## config.mk

```make
export PLATFORM = sky130hd
export DESIGN_NAME = chu_gpi_db
export DESIGN_NICKNAME = d
export VERILOG_FILES = /design/src/rtl/chu_gpi_db.sv
export SDC_FILE = /design/constraint.sdc
export NUM_CORES = 1
export LEC_CHECK = 0
export ABC_AREA = 1
export BUFFER_PORTS_ARGS = -buffer_cell sky130_fd_sc_hd__buf_2
export CORE_AREA = 2 2 202 204
export CTS_CLUSTER_DIAMETER = 50
export DETAILED_ROUTE_END_ITERATION = 16
export DIE_AREA = 0 0 204 206
export PLACE_DENSITY = 0.72
export RECOVER_POWER = 100
export SYNTH_ARGS = -nofsm -noshare
export SYNTH_HDL_FRONTEND = slang
export SYNTH_SLANG_ARGS = --single-unit
export TNS_END_PERCENT = 50
```

## constraint.sdc

```tcl
create_clock -name clk -period 2.57 [get_ports clk]
set_input_delay 0.3855 -clock clk [delete_from_list [all_inputs] [get_ports clk]]
set_output_delay 0.3855 -clock clk [all_outputs]
set_load 0.005 [all_outputs]
```

## src/rtl/chu_gpi_db.sv

```systemverilog
// chu_gpi_db: debounced general-purpose input slot for the MMIO bus.
// Each of the W external lines is synchronized with two flops and debounced
// by a per-bit counter. Enabled rising/falling flips of the debounced value
// are latched in a sticky write-1-to-clear EDGE register. irq is high while
// any captured bit is set.
//
// Ports:
//   clk      - system clock
//   reset    - synchronous active-high reset
//   cs       - slot select
//   read     - read strobe (reads have no side effects)
//   write    - write strobe, qualified by cs
//   addr     - register word index: 0 SYNC, 1 DB, 2 EDGE, 3 RISE_EN, 4 FALL_EN
//   wr_data  - write data (bits >= W ignored)
//   rd_data  - combinational read data selected by addr (bits >= W are 0)
//   din      - asynchronous external inputs
//   irq      - registered OR of the EDGE register
module chu_gpi_db #(
    parameter int unsigned W         = 16,
    parameter int unsigned DB_CYCLES = 1_000_000
) (
    input  logic          clk,
    input  logic          reset,
    input  logic          cs,
    input  logic          read,
    input  logic          write,
    input  logic [4:0]    addr,
    input  logic [31:0]   wr_data,
    output logic [31:0]   rd_data,
    input  logic [W-1:0]  din,
    output logic          irq
);

    localparam int unsigned    CNT_W   = (DB_CYCLES > 1) ? $clog2(DB_CYCLES) : 1;
    localparam logic [CNT_W-1:0] CNT_MAX = CNT_W'(DB_CYCLES - 1);

    localparam logic [4:0] ADDR_SYNC = 5'd0;
    localparam logic [4:0] ADDR_DB   = 5'd1;
    localparam logic [4:0] ADDR_EDGE = 5'd2;
    localparam logic [4:0] ADDR_RISE = 5'd3;
    localparam logic [4:0] ADDR_FALL = 5'd4;

    logic [W-1:0]     s1_q;
    logic [W-1:0]     s2_q;
    logic [W-1:0]     db_q,      db_d;
    logic [W-1:0]     edge_q,    edge_d;
    logic [W-1:0]     rise_en_q, rise_en_d;
    logic [W-1:0]     fall_en_q, fall_en_d;
    logic [CNT_W-1:0] cnt_q [W];
    logic [CNT_W-1:0] cnt_d [W];
    logic             irq_q;

    logic [W-1:0]     flip_c;
    logic [W-1:0]     clr_c;
    logic             wr_en_c;
    logic             unused_c;

    // The read strobe and wr_data bits above W carry no function here.
    assign unused_c = read ^ (^wr_data);

    assign wr_en_c = cs && write;

    // Per-bit debounce: any matching cycle restarts the count; the bit flips
    // on the DB_CYCLES-th consecutive mismatch.
    always_comb begin
        flip_c = '0;
        for (int i = 0; i < W; i++) begin
            cnt_d[i] = cnt_q[i];
            if (s2_q[i] == db_q[i]) begin
                cnt_d[i] = '0;
            end else if (cnt_q[i] == CNT_MAX) begin
                flip_c[i] = 1'b1;
                cnt_d[i]  = '0;
            end else begin
                cnt_d[i] = cnt_q[i] + CNT_W'(1);
            end
        end
        db_d = db_q ^ flip_c;
    end

    // Edge capture and control registers; on a flip s2 already holds the new
    // debounced value, so it tells rising from falling. Set beats clear.
    always_comb begin
        clr_c     = '0;
        rise_en_d = rise_en_q;
        fall_en_d = fall_en_q;
        if (wr_en_c && (addr == ADDR_EDGE)) begin
            clr_c = wr_data[W-1:0];
        end
        if (wr_en_c && (addr == ADDR_RISE)) begin
            rise_en_d = wr_data[W-1:0];
        end
        if (wr_en_c && (addr == ADDR_FALL)) begin
            fall_en_d = wr_data[W-1:0];
        end
        edge_d = (edge_q & ~clr_c)
               | (flip_c &  s2_q & rise_en_q)
               | (flip_c & ~s2_q & fall_en_q);
    end

    // Read mux
    always_comb begin
        rd_data = '0;
        case (addr)
            ADDR_SYNC: rd_data = 32'(s2_q);
            ADDR_DB:   rd_data = 32'(db_q);
            ADDR_EDGE: rd_data = 32'(edge_q);
            ADDR_RISE: rd_data = 32'(rise_en_q);
            ADDR_FALL: rd_data = 32'(fall_en_q);
            default:   rd_data = '0;
        endcase
    end

    // State registers
    always_ff @(posedge clk) begin
        if (reset) begin
            s1_q      <= '0;
            s2_q      <= '0;
            db_q      <= '0;
            edge_q    <= '0;
            rise_en_q <= '0;
            fall_en_q <= '0;
            irq_q     <= 1'b0;
            for (int i = 0; i < W; i++) begin
                cnt_q[i] <= '0;
            end
        end else begin
            s1_q      <= din;
            s2_q      <= s1_q;
            db_q      <= db_d;
            edge_q    <= edge_d;
            rise_en_q <= rise_en_d;
            fall_en_q <= fall_en_d;
            irq_q     <= |edge_q;
            for (int i = 0; i < W; i++) begin
                cnt_q[i] <= cnt_d[i];
            end
        end
    end

    assign irq = irq_q;

endmodule

```

---- Yosys cells after proc, flatten, opt, wreduce, memory -nomap -nowiden ----
Memories as Yosys holds them, arrays and structs flattened.
Index checks and enable logic that the tools add are counted.
storage, ports and cells
  register bits ........................... 97
  memory bits (writable) .................. 320
  bits of input ports ..................... 58
  output and inout port bits .............. 33
  memories kept ........................... 1
cells by class
  add/sub/neg operators ................... 16
  eq/ne operators ......................... 36
  multiplexer cells ....................... 85
  bitwise logic cells ..................... 26
  reduce and logical (&&, ||, !) cells .... 6
memories
  name   depth  bits a word  read ports  clocked after memory_dff  wr ports  RTL line  text
  cnt_q  16     20           16          0                         16        49        logic [CNT_W-1:0] cnt_q [W];
operator list
  cell                   number
  $mux 20                48
  $add 20x1->20 const B  16
  $eq 20x20->1 const B   16
  $and 16x16->16         5
  $pmux 16 s5            1
  $mux 1                 35
  $not 16->16            2
  $or 16x16->16          2
  $eq 1x1->1             16
  $mux 16                1
  $or 1x1->1             16
  $reduce_or 16->1       1
  $xor 16x16->16         1
  $eq 5x2->1 const B     2
  $eq 5x1->1 const B     1
  $eq 5x3->1 const B     1
  $logic_not 5->1        1
  $logic_and 1x1->1      4

---- Depth between registers and ports, before layout ----
Gate-level depths: netlist of run 1.
An unclocked memory read counts as a cell.
  depth in word-level cells ............... 8
  mapped depth ............................ 10

---- Least setup slack after synthesis of run 1 ----
OpenSTA, ideal clock, no wires.
  path kind ............................... input port to output port
  start ................................... input addr[3]
  end ..................................... output rd_data[7]
  arrival time ............................ 1207 ps
  setup slack ............................. 978 ps
  stages .................................. 6
  buffers on the path ..................... 1
  cell sequence ........................... nor2_4 nand2_2 nor3_4 buf_2 nand2_1 nand4_1
between the ends
  longest elaborated chain between the ends .. 2
ends and longest elaborated chain
  item                                RTL line  text
  from (decl)                         27        input logic [4:0] addr,
  $eq 5x3->1 (tied with other cells)  104       case (addr)
  $pmux 16 s5 (*)                     104
  to (decl)                           29        output logic [31:0] rd_data,
Mark *: on every way between the ends. The rest lies on a longest branch, timed or not.

---- Worst setup path after layout of run 1 ----
Same ends and word-level chain as after synthesis.

==> results of run 1 <==
[worst max-delay path: cells and delay by family]
family / cells / cell delay, ns
buf+inv: 4 / 0.87
compound gates: 1 / 0.10
simple gates: 5 / 0.61
[per-layer routing]
metal	vias to the layer above	track usage
met5	-	0
met1	9083	0.304
met4	2	0.0743
li1	10500	-
met3	87	0.0393
met2	377	0.393
[where the power goes]
group / internal, uW / total (uW) / switching, uW
clock network: 4380 / 7190 / 2810
logic: 73.9 / 237 / 163
registers: 6500 / 6530 / 25.6
[repair_timing]
item | 4_1_cts | 5_1_grt
setup endpoints to repair | 0 | 0
endpoints found under the hold margin | 7 | 0
hold buffers | 7 | 0
[through the flow]
step,setup WS (ns),std cells,utilization
2_1_floorplan,0.978,3336,-
3_5_place_dp,0.291,3877,0.551
3_3_place_gp,0.349,3877,0.551
4_1_cts,0.290,3975,0.595
6_report,0.192,3982,0.593
5_1_grt,0.0780,3979,0.593
[registers in the layout, summed over array words and instances (netlist names), named ones only]
| name | cells |
|---|---|
| edge_q | 16 |
| s1_q | 16 |
| rise_en_q | 16 |
| cnt_q | 320 |
| fall_en_q | 16 |
| irq | 1 |
| s2_q | 16 |
[logic make-up (layout without fill, tap and decap cells)]
| logic type | after synthesis | in the layout | share of synthesized area |
|---|---|---|---|
| AOI/OAI and AO/OA | 233 | 233 | 0.0561 |
| xor gates and xnor gates | 147 | 147 | 0.0602 |
| adders and majority gates | 16 | 16 | 0.00936 |
| buffers and inverters | 416 | 523 | 0.0798 |
| DFF | 417 | 417 | 0.390 |
| muxes | 1 | 1 | 0.000527 |
| other | 1 | 23 | 0.000175 |
| and+or+nand+nor | 2090 | 2090 | 0.403 |
[cell type report]
class,instances,area (um2)
Sequential cell,417,8350
Multi-Input combinational cell,2503,11300
Timing Repair Buffer,84,464
Inverter,348,1310
Clock buffer,68,1380
Clock inverter,23,300
Fill cell,3854,16400
Tap cell,532,666
Antenna cell,7,17.5
[synthesized netlist by cell type, types with 14 or more instances]
library cell    n
nand3_1       220
nand2_1       897
buf_4          29
buf_2          29
inv_1         343
nor2_1        801
o21ai_0        51
dfxtp_1       417
nor3_1         17
nand4_1        63
ha_1           16
nand3b_1       31
o21ai_1        24
xor2_1         97
nor2_2         14
xnor2_1        50
or2_2          19
a21oi_1       145
[path summary, 6_finish.rpt]
path / startpoint / end / slack [ns]
worst max-delay path: addr[3] / rd_data[7] / 0.19
worst min-delay path: din[14] / s1_q[14] / 0.03
worst max register to register: cnt_q[0][100] / cnt_q[0][106] / 0.33
worst min register to register: s1_q[9] / s2_q[9] / 0.40
==> reports/results.txt, run 1 <==
Run status -> complete, no violations
Final TNS setup -> 0 ns
Fin nets -> 3478
Post-synthesis cell area -> 0.0214 mm2
Maximum vdd drop -> 0.503 mV
Vias in the first global route -> 18400
Max Clock Freq -> 421 MHz
Max cap viols -> 0
Top cell type by total area after synthesis -> dfxtp_1
Hpwl dp -> 35.9 mm
I/O pin count -> 91
R2R depth -> 9
Worst Skew -> 0.0113 ns
Register area share after synthesis -> 0.390
HP Class -> in -> reg
RSZ-0062 raised after global routing -> false
Synth warn -> 0
Commonest non-fill, non-tap cell in the layout -> nand2_1
Vias -> 20100
Post-synth EDFFs -> 0
CTS tree -> built
Number of I/O port buffers -> 57
Worst slew pin tran -> 1.11 ns
Worst path most repeated cell -> nor2_4
Cell area after layout -> 0.0238 mm2
Crit Path Class -> in -> out
Pin count of the biggest net entering global routing -> 36
Die height -> 206 um
Layout cells sized above 1 -> 0.0520
GPL Wtd Cong -> 0.905
WL/cell -> 12.3 um
WHS Path Cells -> 3
Post-route ant nets -> 0
Met1 wire length -> 22.9 mm
Initial drt markers -> 1133
Post-synthesis area per instance -> 6.44 um2
WL final -> 48.9 mm
DRT Pass-1 Iters -> 6
Setup Buffers After CTS -> 0
Crit-path max FO -> 26
Final Hold Viols -> 0
DIE WIDTH -> 204 um
DP Area -> 0.0222 mm2
CTS root buf -> clkbuf_16
Crit path arrival time -> 1.99 ns
Metal2 WL -> 22.3 mm
DR top layer -> met5
Initial antenna violation count -> 5
Final Setup Violations -> 0
Share of Yosys cell area claimed by the top area cell type -> 0.390
Leakage Power -> 0.00785 uW
Commonest non-fill, non-tap cells in the layout -> nand2_1 (900), nor2_1 (808), dfxtp_1 (417), inv_1 (343), nand3_1 (221)
Final Critical Period -> 2.38 ns
Met3 wire length -> 2.49 mm
CP Capture Type -> primary output
Netlist cell types -> 32
Max-slew violation count -> 0
P per Cell Area -> 585 mW/mm2
Startpoint types -> primary input
Top cells by area, synth -> dfxtp_1 (39%), nand2_1 (16%), nor2_1 (14%)
CP Data Required Time -> 2.18 ns
Final Cycle Share -> 0.925
#FFs+latches synth -> 417
Slowest library cell on the worst path -> clkbuf_2
FP Rows -> 74
Clock sinks -> 417
Global-route wire length before repair -> 82.8 mm
Die footprint -> 0.0420 mm2
CTS clk-pin slew, worst paths -> 0.06 ns
TritonCTS Buffers -> 50
Max Root-Sink Buffers -> 3
Clk_lat worst skew -> 0.58 ns
Clock H-tree levels -> 2
Initial Util -> 0.532
Gr ovfl total -> 0
Syn Inst Count -> 3321
Post-cts resize count -> 0
DRC -> 0
Area of the core -> 0.0402 mm2
Hold slack -> 0.0278 ns
Ys async rst share -> 0
Max incr delay on CP -> 0.45 ns
Primary FF master, synth -> dfxtp_1
Vias/cell -> 5.04
Relative slew slack -> 0.258
GRT Total Usage -> 0.233
Worst path cell trace -> buf_2 > nor2_4 > nand2_2 > nor2_4 > clkbuf_2 > nand2_1 > o21ai_0 > inv_1 > nand4_1 > clkbuf_1
Total Power -> 14000 uW
Area grow syn2layout -> 11.5%
Note: power is estimated with default switching activity, not from simulation.
==> run 2: changes to the inputs <==
--- a/config.mk
+++ b/config.mk
@@ -13,6 +13,7 @@
 export DIE_AREA = 0 0 204 206
 export PLACE_DENSITY = 0.72
 export RECOVER_POWER = 100
+export SETUP_SLACK_MARGIN = 0.2
 export SYNTH_ARGS = -nofsm -noshare
 export SYNTH_HDL_FRONTEND = slang
 export SYNTH_SLANG_ARGS = --single-unit
==> reports/results.txt, run 2 (synthesis gave the netlist of run 1 again) <==
Run status -> complete, no violations
DP Area -> 0.0222 mm2
Final core occ -> 0.593
Worst slew pin tran -> 1.11 ns
Max reg flops -> 320
Worst Skew -> 0.0121 ns
Initial drt markers -> 1108
Reg area -> 0.00835 mm2
Crit path arrival time -> 1.93 ns
I/O pin count -> 91
Final Hold Viols -> 0
CTS clk-pin slew, worst paths -> 0.06 ns
Flop-to-flop setup slack -> 0.38 ns
Startpoint types -> primary input
Max cap viols -> 0
Global-route wire length before repair -> 82.8 mm
Post-route ant nets -> 0
CP Capture Type -> primary output
Final Critical Period -> 2.32 ns
FP Rows -> 74
Gr ovfl total -> 0
Area grow syn2layout -> 11.4%
Crit-path max FO -> 26
WHS Endpoint -> s1_q[14]
Vias/cell -> 5.03
Vias -> 20000
Max Root-Sink Buffers -> 3
Hold_sp -> din[14]
GPL Wtd Cong -> 0.905
Commonest non-fill, non-tap cells in the layout -> nand2_1 (901), nor2_1 (809), dfxtp_1 (417), inv_1 (343), nand3_1 (222)
Fin cells -> 3981
Total Power -> 14000 uW
DRT Pass-1 Iters -> 5
WHS Path Cells -> 3
Final TNS setup -> 0 ns
Crit Path Class -> in -> out
Vias in the first global route -> 18400
Multi-input gate area -> 0.0113 mm2
Maximum vdd drop -> 0.503 mV
Commonest non-fill, non-tap cell in the layout -> nand2_1
P per Cell Area -> 586 mW/mm2
Layout filler cell count -> 3853
DIE WIDTH -> 204 um
Most flop-heavy register -> cnt_q
Clock sinks -> 417
Final Setup Violations -> 0
Pin count of the biggest net entering global routing -> 36
DRC -> 0
RR Endpoint -> cnt_q[0][38]
WL final -> 48.9 mm
TritonCTS Buffers -> 50
Number of I/O port buffers -> 57
Clock H-tree levels -> 2
WL/cell -> 12.3 um
Initial Util -> 0.532
GRT Total Usage -> 0.233
Die height -> 206 um
Initial antenna violation count -> 5
Max-slew violation count -> 0
RSZ-0062 raised after global routing -> false
CP Data Required Time -> 2.18 ns
Worst r2r src -> cnt_q[0][20]
CTS tree -> built
Area of the core -> 0.0402 mm2
CTS root buf -> clkbuf_16
Placed cells -> 3877
Clk_lat worst skew -> 0.58 ns
Cell area after layout -> 0.0238 mm2
Hpwl dp -> 35.9 mm
Final Cycle Share -> 0.902
Leakage Power -> 0.00785 uW
Relative slew slack -> 0.258
HP Class -> in -> reg
R2R depth -> 7
Layout cells sized above 1 -> 0.0514
Fin nets -> 3478
Die footprint -> 0.0420 mm2
Max Clock Freq -> 431 MHz
==> run 2: layout make-up <==
| cell class | count | share of cell area |
|---|---|---|
| multi-input combinational | 2503 | 0.476 |
| clock buffer | 68 | 0.0579 |
| timing repair buffer | 84 | 0.0197 |
| sequential | 417 | 0.350 |
| clock inverter | 23 | 0.0126 |
| inverter | 348 | 0.0548 |
| antenna | 6 | 0.000630 |
| tap | 532 | 0.0279 |
==> run 2: power by group <==
group	total [uW]	internal (uW)	switching, uW
Sequential	6530	6500	25.7
Clock	7190	4380	2810
Combinational	237	74.3	162
Total	14000	11000	2990
==> run 2: through the flow <==
| stage | hold WS (ns) | worst slack (ns) |
|---|---|---|
| 2_1_floorplan | 0.388 | 0.978 |
| 3_3_place_gp | 0.390 | 0.349 |
| 3_5_place_dp | 0.393 | 0.291 |
| 4_1_cts | 0.00681 | 0.290 |
| 5_1_grt | 0.0181 | 0.148 |
| 6_report | 0.0271 | 0.252 |
==> run 2: per-layer routing <==
metal  vias to the layer above  GRT usage  share of wire
li1                      10500          -              -
met1                      9039      0.304           0.47
met2                       390      0.393           0.46
met3                        87     0.0393          0.051
met4                         2     0.0743          0.025
met5                         -          0        0.00020
==> run 2: worst max-delay path by stage <==
stage,endpoint,slack [ns],startpoint,cells after the start
after floorplan,rd_data[7],0.98,addr[3],6
after global placement,rd_data[4],0.35,addr[3],10
after detailed placement,rd_data[4],0.29,addr[3],10
after CTS,rd_data[4],0.29,addr[3],10
after global routing,rd_data[8],0.15,addr[3],10
final,rd_data[7],0.25,addr[3],10
==> run 2: repair_timing <==
item,4_1_cts,5_1_grt
gates resized for setup,0,1
setup endpoints to repair,0,2
setup buffers,0,0
hold buffers,7,0
hold endpoints to repair,7,0
==> run 2: worst max-delay path, cell delays in order <==
cell,delay [ns]
buf_2,0.11
nor2_4,0.17
nand2_1,0.26
nor2_4,0.14
buf_4,0.29
nand2_1,0.07
o21ai_0,0.09
inv_1,0.06
nand4_1,0.08
clkbuf_1,0.25
